--- config.mk ---
export PLATFORM = sky130hd
export DESIGN_NAME = fetch_unit_flat
export DESIGN_NICKNAME = d
export VERILOG_FILES = /design/src/rtl/fetch_unit_pkg.sv /design/src/rtl/fetch_unit_if.sv /design/src/rtl/fetch_buf.sv /design/src/rtl/fetch_unit.sv /design/src/flat_wrapper.sv
export SDC_FILE = /design/constraint.sdc
export NUM_CORES = 1
export LEC_CHECK = 0
export ABC_CLOCK_PERIOD_IN_PS = 3050
export BUFFER_PORTS_ARGS = -buffer_cell sky130_fd_sc_hd__buf_2
export CAP_MARGIN = 20
export CORE_UTILIZATION = 58
export CTS_BUF_LIST = sky130_fd_sc_hd__clkbuf_4 sky130_fd_sc_hd__clkbuf_8
export DETAILED_ROUTE_END_ITERATION = 16
export PLACE_DENSITY_LB_ADDON = 0.12
export SYNTH_ARGS = -nofsm -noshare
export SYNTH_HDL_FRONTEND = slang
export SYNTH_SLANG_ARGS = --single-unit
--- constraint.sdc ---
create_clock -name CLK -period 3.05 [get_ports CLK]
set_input_delay 0.61 -clock CLK [delete_from_list [all_inputs] [get_ports CLK]]
set_output_delay 0.61 -clock CLK [all_outputs]
set_load 0.05 [all_outputs]
--- src/rtl/fetch_unit_pkg.sv ---
// Shared widths, reset default and entry layout for the fetch unit and its
// instruction buffer.
package fetch_unit_pkg;

  localparam int              XLEN             = 32;
  localparam logic [XLEN-1:0] RESET_PC_DEFAULT = 32'h0000_0000;
  localparam logic [XLEN-1:0] NOP_INSTR        = 32'h0000_0000;

  typedef struct packed {
    logic [XLEN-1:0] pc;
    logic [XLEN-1:0] instr;
  } fetch_entry_t;

  localparam fetch_entry_t EMPTY_ENTRY = '{pc: 32'h0000_0000, instr: NOP_INSTR};

  function automatic logic [XLEN-1:0] pc_step(input logic [XLEN-1:0] pc);
    return pc + 32'd4;
  endfunction

endpackage

--- src/rtl/fetch_unit_if.sv ---
// Instruction-memory, redirect and decode handshake bundle of the fetch unit.
interface fetch_unit_if;

  logic [fetch_unit_pkg::XLEN-1:0] IMEM_ADDR;
  logic [fetch_unit_pkg::XLEN-1:0] IMEM_DATA;
  logic                            REDIRECT;
  logic [fetch_unit_pkg::XLEN-1:0] REDIRECT_PC;
  logic                            ID_READY;
  logic                            IR_VALID;
  logic [fetch_unit_pkg::XLEN-1:0] IR;
  logic [fetch_unit_pkg::XLEN-1:0] IR_PC;

  modport master (
    output IMEM_ADDR, IR_VALID, IR, IR_PC,
    input  IMEM_DATA, REDIRECT, REDIRECT_PC, ID_READY
  );

  modport slave (
    input  IMEM_ADDR, IR_VALID, IR, IR_PC,
    output IMEM_DATA, REDIRECT, REDIRECT_PC, ID_READY
  );

endinterface

--- src/rtl/fetch_buf.sv ---
// DEPTH x 64-bit instruction FIFO; head entry and valid flag are registered so
// decode sees flop outputs only.
module fetch_buf
  import fetch_unit_pkg::*;
#(
  parameter  int DEPTH = 2,
  localparam int CNT_W = $clog2(DEPTH + 1),
  localparam int PTR_W = (DEPTH > 1) ? $clog2(DEPTH) : 1
) (
  input  logic             clk,
  input  logic             rst_n,
  input  logic             clear,
  input  logic             push,
  input  logic             pop,
  input  fetch_entry_t     din,
  output fetch_entry_t     dout,
  output logic             valid,
  output logic [CNT_W-1:0] count
);

  localparam logic [CNT_W-1:0] DEPTH_C = CNT_W'(DEPTH);
  localparam logic [PTR_W-1:0] LAST_C  = PTR_W'(DEPTH - 1);

  fetch_entry_t     mem_r [DEPTH];
  logic [PTR_W-1:0] wr_r, rd_r, wr_s, rd_s;
  logic [CNT_W-1:0] cnt_r, cnt_s;
  fetch_entry_t     head_r, head_s;
  logic             valid_r;
  logic             push_ok_s, pop_ok_s;

  function automatic logic [PTR_W-1:0] ptr_inc(input logic [PTR_W-1:0] p);
    return (p == LAST_C) ? {PTR_W{1'b0}} : p + {{(PTR_W-1){1'b0}}, 1'b1};
  endfunction

  assign pop_ok_s  = pop && (cnt_r != {CNT_W{1'b0}}) && !clear;
  assign push_ok_s = push && ((cnt_r < DEPTH_C) || pop_ok_s) && !clear;

  // Next pointers/count, and the entry that will sit at the head after the edge.
  always_comb begin
    wr_s   = wr_r;
    rd_s   = rd_r;
    cnt_s  = cnt_r;
    head_s = EMPTY_ENTRY;
    if (clear) begin
      wr_s  = {PTR_W{1'b0}};
      rd_s  = {PTR_W{1'b0}};
      cnt_s = {CNT_W{1'b0}};
    end else begin
      wr_s = push_ok_s ? ptr_inc(wr_r) : wr_r;
      rd_s = pop_ok_s ? ptr_inc(rd_r) : rd_r;
      case ({push_ok_s, pop_ok_s})
        2'b10:   cnt_s = cnt_r + {{(CNT_W-1){1'b0}}, 1'b1};
        2'b01:   cnt_s = cnt_r - {{(CNT_W-1){1'b0}}, 1'b1};
        default: cnt_s = cnt_r;
      endcase
    end
    // The new entry lands at the head only when nothing older survives the edge.
    if (cnt_s == {CNT_W{1'b0}}) begin
      head_s = EMPTY_ENTRY;
    end else if (push_ok_s && (wr_r == rd_s)) begin
      head_s = din;
    end else begin
      head_s = mem_r[rd_s];
    end
  end

  // Storage, pointers and registered head.
  always_ff @(posedge clk or negedge rst_n) begin
    if (!rst_n) begin
      for (int i = 0; i < DEPTH; i++) mem_r[i] <= EMPTY_ENTRY;
      wr_r    <= {PTR_W{1'b0}};
      rd_r    <= {PTR_W{1'b0}};
      cnt_r   <= {CNT_W{1'b0}};
      head_r  <= EMPTY_ENTRY;
      valid_r <= 1'b0;
    end else begin
      if (push_ok_s) begin
        mem_r[wr_r] <= din;
      end else begin
        mem_r[wr_r] <= mem_r[wr_r];
      end
      wr_r    <= wr_s;
      rd_r    <= rd_s;
      cnt_r   <= cnt_s;
      head_r  <= head_s;
      valid_r <= (cnt_s != {CNT_W{1'b0}});
    end
  end

  assign dout  = head_r;
  assign valid = valid_r;
  assign count = cnt_r;

endmodule

--- src/rtl/fetch_unit.sv ---
// Sequential instruction fetch with redirect and a small decoupling buffer
// toward decode.
module fetch_unit
  import fetch_unit_pkg::*;
#(
  parameter logic [XLEN-1:0] RESET_PC  = RESET_PC_DEFAULT,
  parameter int              BUF_DEPTH = 2
) (
  input  logic          CLK,
  input  logic          RST_X,
  fetch_unit_if.master  bus
);

  localparam int               CNT_W   = $clog2(BUF_DEPTH + 1);
  localparam logic [CNT_W-1:0] DEPTH_C = CNT_W'(BUF_DEPTH);

  logic [XLEN-1:0]  pc_r;
  logic [CNT_W-1:0] count_s;
  logic             valid_s;
  logic             pop_s, fetch_s;
  fetch_entry_t     push_entry_s, head_s;

  // A redirect flushes the buffer and blocks both push and pop for that edge.
  assign pop_s        = valid_s && bus.ID_READY && !bus.REDIRECT;
  assign fetch_s      = !bus.REDIRECT && ((count_s < DEPTH_C) || pop_s);
  assign push_entry_s = '{pc: pc_r, instr: bus.IMEM_DATA};

  // Program counter: redirect target, sequential step, or hold.
  always_ff @(posedge CLK or negedge RST_X) begin
    if (!RST_X) begin
      pc_r <= RESET_PC;
    end else if (bus.REDIRECT) begin
      pc_r <= {bus.REDIRECT_PC[XLEN-1:2], 2'b00};
    end else if (fetch_s) begin
      pc_r <= pc_step(pc_r);
    end else begin
      pc_r <= pc_r;
    end
  end

  fetch_buf #(
    .DEPTH (BUF_DEPTH)
  ) u_buf (
    .clk   (CLK),
    .rst_n (RST_X),
    .clear (bus.REDIRECT),
    .push  (fetch_s),
    .pop   (pop_s),
    .din   (push_entry_s),
    .dout  (head_s),
    .valid (valid_s),
    .count (count_s)
  );

  assign bus.IMEM_ADDR = pc_r;
  assign bus.IR_VALID  = valid_s;
  assign bus.IR        = head_s.instr;
  assign bus.IR_PC     = head_s.pc;

endmodule

--- src/flat_wrapper.sv ---
// flat-port wrapper written by rule: the top's interface ports become plain ports
module fetch_unit_flat import fetch_unit_pkg::*;
#(
  parameter logic [XLEN-1:0] RESET_PC  = RESET_PC_DEFAULT,
  parameter int              BUF_DEPTH = 2
)
  (CLK, RST_X, bus_IMEM_ADDR, bus_IR_VALID, bus_IR, bus_IR_PC, bus_IMEM_DATA, bus_REDIRECT, bus_REDIRECT_PC, bus_ID_READY);
  fetch_unit_if bus_i ();
  input  logic CLK;
  input  logic RST_X;
  output wire logic [$bits(bus_i.IMEM_ADDR)-1:0] bus_IMEM_ADDR;
  output wire logic [$bits(bus_i.IR_VALID)-1:0] bus_IR_VALID;
  output wire logic [$bits(bus_i.IR)-1:0] bus_IR;
  output wire logic [$bits(bus_i.IR_PC)-1:0] bus_IR_PC;
  input wire logic [$bits(bus_i.IMEM_DATA)-1:0] bus_IMEM_DATA;
  input wire logic [$bits(bus_i.REDIRECT)-1:0] bus_REDIRECT;
  input wire logic [$bits(bus_i.REDIRECT_PC)-1:0] bus_REDIRECT_PC;
  input wire logic [$bits(bus_i.ID_READY)-1:0] bus_ID_READY;
  assign bus_IMEM_ADDR = bus_i.IMEM_ADDR;
  assign bus_IR_VALID = bus_i.IR_VALID;
  assign bus_IR = bus_i.IR;
  assign bus_IR_PC = bus_i.IR_PC;
  assign bus_i.IMEM_DATA = bus_IMEM_DATA;
  assign bus_i.REDIRECT = bus_REDIRECT;
  assign bus_i.REDIRECT_PC = bus_REDIRECT_PC;
  assign bus_i.ID_READY = bus_ID_READY;
  fetch_unit #(.RESET_PC(RESET_PC), .BUF_DEPTH(BUF_DEPTH)) u_core (.CLK(CLK), .RST_X(RST_X), .bus(bus_i));
endmodule
==> results.sh <==
export IMPL_period_needed_ns=2.47
export IMPL_vias=6717
export IMPL_clock_path_buffers=3
export IMPL_drive_gt1_frac=0.396
export IMPL_synth_common_cells="227 x dfrtp_1, 129 x mux2_2, 89 x o21ai_0"
export IMPL_rrSetupSlack_ns=0.58
export IMPL_rsz0062_at_grt="false"
export IMPL_pre_cts_slack_ns=0.415
export IMPL_synthSimpleGateAreaFrac=0.0559
export IMPL_path_clk_slew_ns=0.06
export IMPL_yosysMostFrequentCell="dfrtp_1"
export IMPL_gp_congestion=0.843
export IMPL_dp_final_hpwl_um=13600
export IMPL_synth_top_family_by_area="multiplexers"
export IMPL_arrival_ns=2.91
export IMPL_track_usage=0.255
export IMPL_period_share=0.809
export IMPL_avgSynthCellArea_um2=12.4
export IMPL_synth_mux_area_fraction=0.217
export IMPL_synth_edf_count=0
export IMPL_clock_skew_ns=0.0156
export IMPL_fin_tns_setup_ns=0
export IMPL_grt_pass1_wl_um=35200
export IMPL_drt_pass1_iter_count=7
export IMPL_seq_area_frac_synth=0.580
export IMPL_p_per_area_mw_per_mm2=786
export IMPL_cts_buffers_inserted=39
export IMPL_die_area_mm2=0.0174
export IMPL_critPathCaptureType="flop"
export IMPL_synth_top_cell_area_share=0.580
export IMPL_worstPathMaxFanout=49
export IMPL_yosysWarnings=0
export IMPL_cts_root_buf="clkbuf_8"
export IMPL_cts_setup_buffers=0
export IMPL_die_w_um=132
export IMPL_maxCapViolCount=0
export IMPL_n_fill_cell=1191
export IMPL_ios=165
export IMPL_ir_worst_vdd_mv=0.514
export IMPL_routed_wl_um=21300
export IMPL_cts_tree="yes"
export IMPL_synth_top_area_cell="dfrtp_1"
export IMPL_num_rows=47
export IMPL_grt_ovfl_total=0
export IMPL_h_tree_depth=2
export IMPL_async_reset_ff_frac=1.00
export IMPL_antenna_found_initial=1
export IMPL_synth_xor_area_share=0.0260
export IMPL_drc=0
export IMPL_path_class="flop to flop"
export IMPL_setup_slack_ns=0.583
export IMPL_grt_max_degree=104
export IMPL_ant_nets=0
export IMPL_max_slew_margin_rel=0.382
export IMPL_synth_adder_area_share=0.00256
export IMPL_core_area_mm2=0.0165
export IMPL_first_global_vias=6883
export IMPL_die_h_um=132
export IMPL_p_leak_nw=5.72
export IMPL_postLayoutCoreUtil=0.706
export IMPL_start_util=0.592
export IMPL_layout_nets=1018
export IMPL_synth_main_ff_cell="dfrtp_1"
export IMPL_setup_violations=0
export IMPL_status="finished clean"
export IMPL_worstMarginPinSlew_ns=0.920
export IMPL_required_ns=3.49
export IMPL_cts_resized=0
export IMPL_area_growth_pct=19.2
export IMPL_fmax_mhz=405
export IMPL_synthTopCellsByArea="dfrtp_1 58%, mux2_2 15%, mux2i_1 6.9%"
export IMPL_netlist_area_mm2=0.00979
export IMPL_cts_sinks=227
export IMPL_syn_inst=787
export IMPL_drv_slew=0
export IMPL_io_buffer_count=160
export IMPL_drt_initial_drc_count=336
export IMPL_via_per_inst=5.62
export IMPL_synth_compound_area_frac=0.0892
export IMPL_synth_cell_types=44
export IMPL_avgRoutedWirePerCell_um=17.8
export IMPL_clk_latency_ns=0.53
export IMPL_synth_seq_cells=227
export IMPL_cts_hold_buf=0
export IMPL_hold_slack_ns=0.114
export IMPL_hold_viol=0
export IMPL_cp_start_kind="flop"
export IMPL_hold_path_class="input pin to async pin"
==> flip-flops by register name, summed over array words and instances (netlist names) <==
register	cells
u_core.bus.IMEM_ADDR	30
u_core.u_buf.valid	1
u_core.u_buf.dout	64
u_core.u_buf.mem_r	128
u_core.u_buf.rd_r	1
u_core.u_buf.wr_r	1
u_core.u_buf.count	2
==> cells in the final DEF, fill, tap and decap left out, types with 2 or more instances in the layout <==
master      netlist  layout
and4_1            2       2
and3_1            6       6
mux2_2          129     129
clkbuf_8          0      51
xor2_1           15      15
xnor2_1          14      14
o211ai_1          2       2
mux2i_1          67      65
nand3_1           7       7
buf_4             2      13
nor2_1           11      11
dfrtp_1         227     227
clkinvlp_4        0       3
nand2_1          38      38
nor3_1            4       3
inv_1             5       5
buf_2            25     159
buf_12            0       5
nand2b_1          2       2
conb_1            1       2
mux2i_4           0       2
o21ai_0          89      89
nor4_1            3       3
or4_4             2       2
clkinv_2          0       4
clkbuf_4          0       9
nand4_1          10      10
ha_1              2       2
a21oi_1          65      65
nor2b_1           8       8
==> report_power, final <==
part,internal (mW),leakage [nW],switching [mW]
Combinational,0.885,2.49,1.37
Sequential,3.73,2.81,0.414
Clock,1.60,0.424,1.16
==> final cells by class <==
| type | count | area [µm²] | share of cell area |
|---|---|---|---|
| Timing Repair Buffer | 178 | 1010 | 0.0865 |
| Antenna cell | 1 | 2.50 | 0.000215 |
| Clock inverter | 7 | 42.5 | 0.00365 |
| Clock buffer | 60 | 769 | 0.0660 |
| Sequential cell | 227 | 5680 | 0.487 |
| Tap cell | 220 | 275 | 0.0236 |
| Multi-Input combinational cell | 497 | 3870 | 0.331 |
| Inverter | 5 | 18.8 | 0.00161 |
==> kinds of logic (layout without fill, tap and decap cells) <==
kind of cell / Yosys count / after routing
buffers and inverters: 64 / 250
flip-flops: 227 / 227
AND/OR/NAND/NOR: 102 / 102
other: 1 / 3
multiplexers: 196 / 196
XOR/XNOR: 29 / 29
adder cells (fa/ha/maj): 2 / 2
AO/OA/AOI/OAI: 166 / 166
==> metrics by stage <==
| stage | cell area (µm²) | power [mW] | std cells |
|---|---|---|---|
| after detailed placement | 10800 | 6.46 | 1127 |
| final | 11700 | 9.17 | 1195 |
| after CTS | 11700 | 9.25 | 1194 |
| after global placement | 10800 | 6.32 | 1127 |
| after floorplan | 9790 | 5.80 | 788 |
| after global routing | 11700 | 9.64 | 1195 |
==> per-layer routing <==
metal | share of wire | wire length [µm] | up-vias | global-route usage
met5 | 0 | 0 | - | 0
met2 | 0.49 | 10300 | 180 | 0.415
met3 | 0.049 | 1050 | 29 | 0.0542
met1 | 0.45 | 9550 | 3388 | 0.345
met4 | 0.016 | 340 | 0 | 0.0775
li1 | - | - | 3120 | -
==> worst paths after layout <==
check | endpoint | cells past startpoint | startpoint
hold reg to reg | u_core.u_buf.dout[32]$_DFF_PN0_ | 2 | u_core.u_buf.mem_r[32]$_DFFE_PN0P_
hold / removal | u_core.u_buf.dout[56]$_DFF_PN0_ | 1 | RST_X
setup / recovery | u_core.u_buf.dout[41]$_DFF_PN0_ | 9 | u_core.u_buf.count[1]$_DFF_PN0_
setup reg to reg | u_core.u_buf.dout[41]$_DFF_PN0_ | 9 | u_core.u_buf.count[1]$_DFF_PN0_
max in group asynchronous | u_core.u_buf.count[0]$_DFF_PN0_ | 2 | RST_X
min in group CLK | u_core.bus.IMEM_ADDR[7]$_DFFE_PN0N_ | 3 | bus_REDIRECT_PC[7]
==> critical path, cell delays in order, from the launching register on <==
cell,delay [ns]
dfrtp_1,0.51
a21bo_2,0.38
nand2b_1,0.12
ha_1,0.34
nor2b_1,0.09
a31oi_1,0.17
o21a_2,0.19
buf_12,0.24
o21ai_0,0.16
a21oi_1,0.17
(Power assumes the default switching activity.)
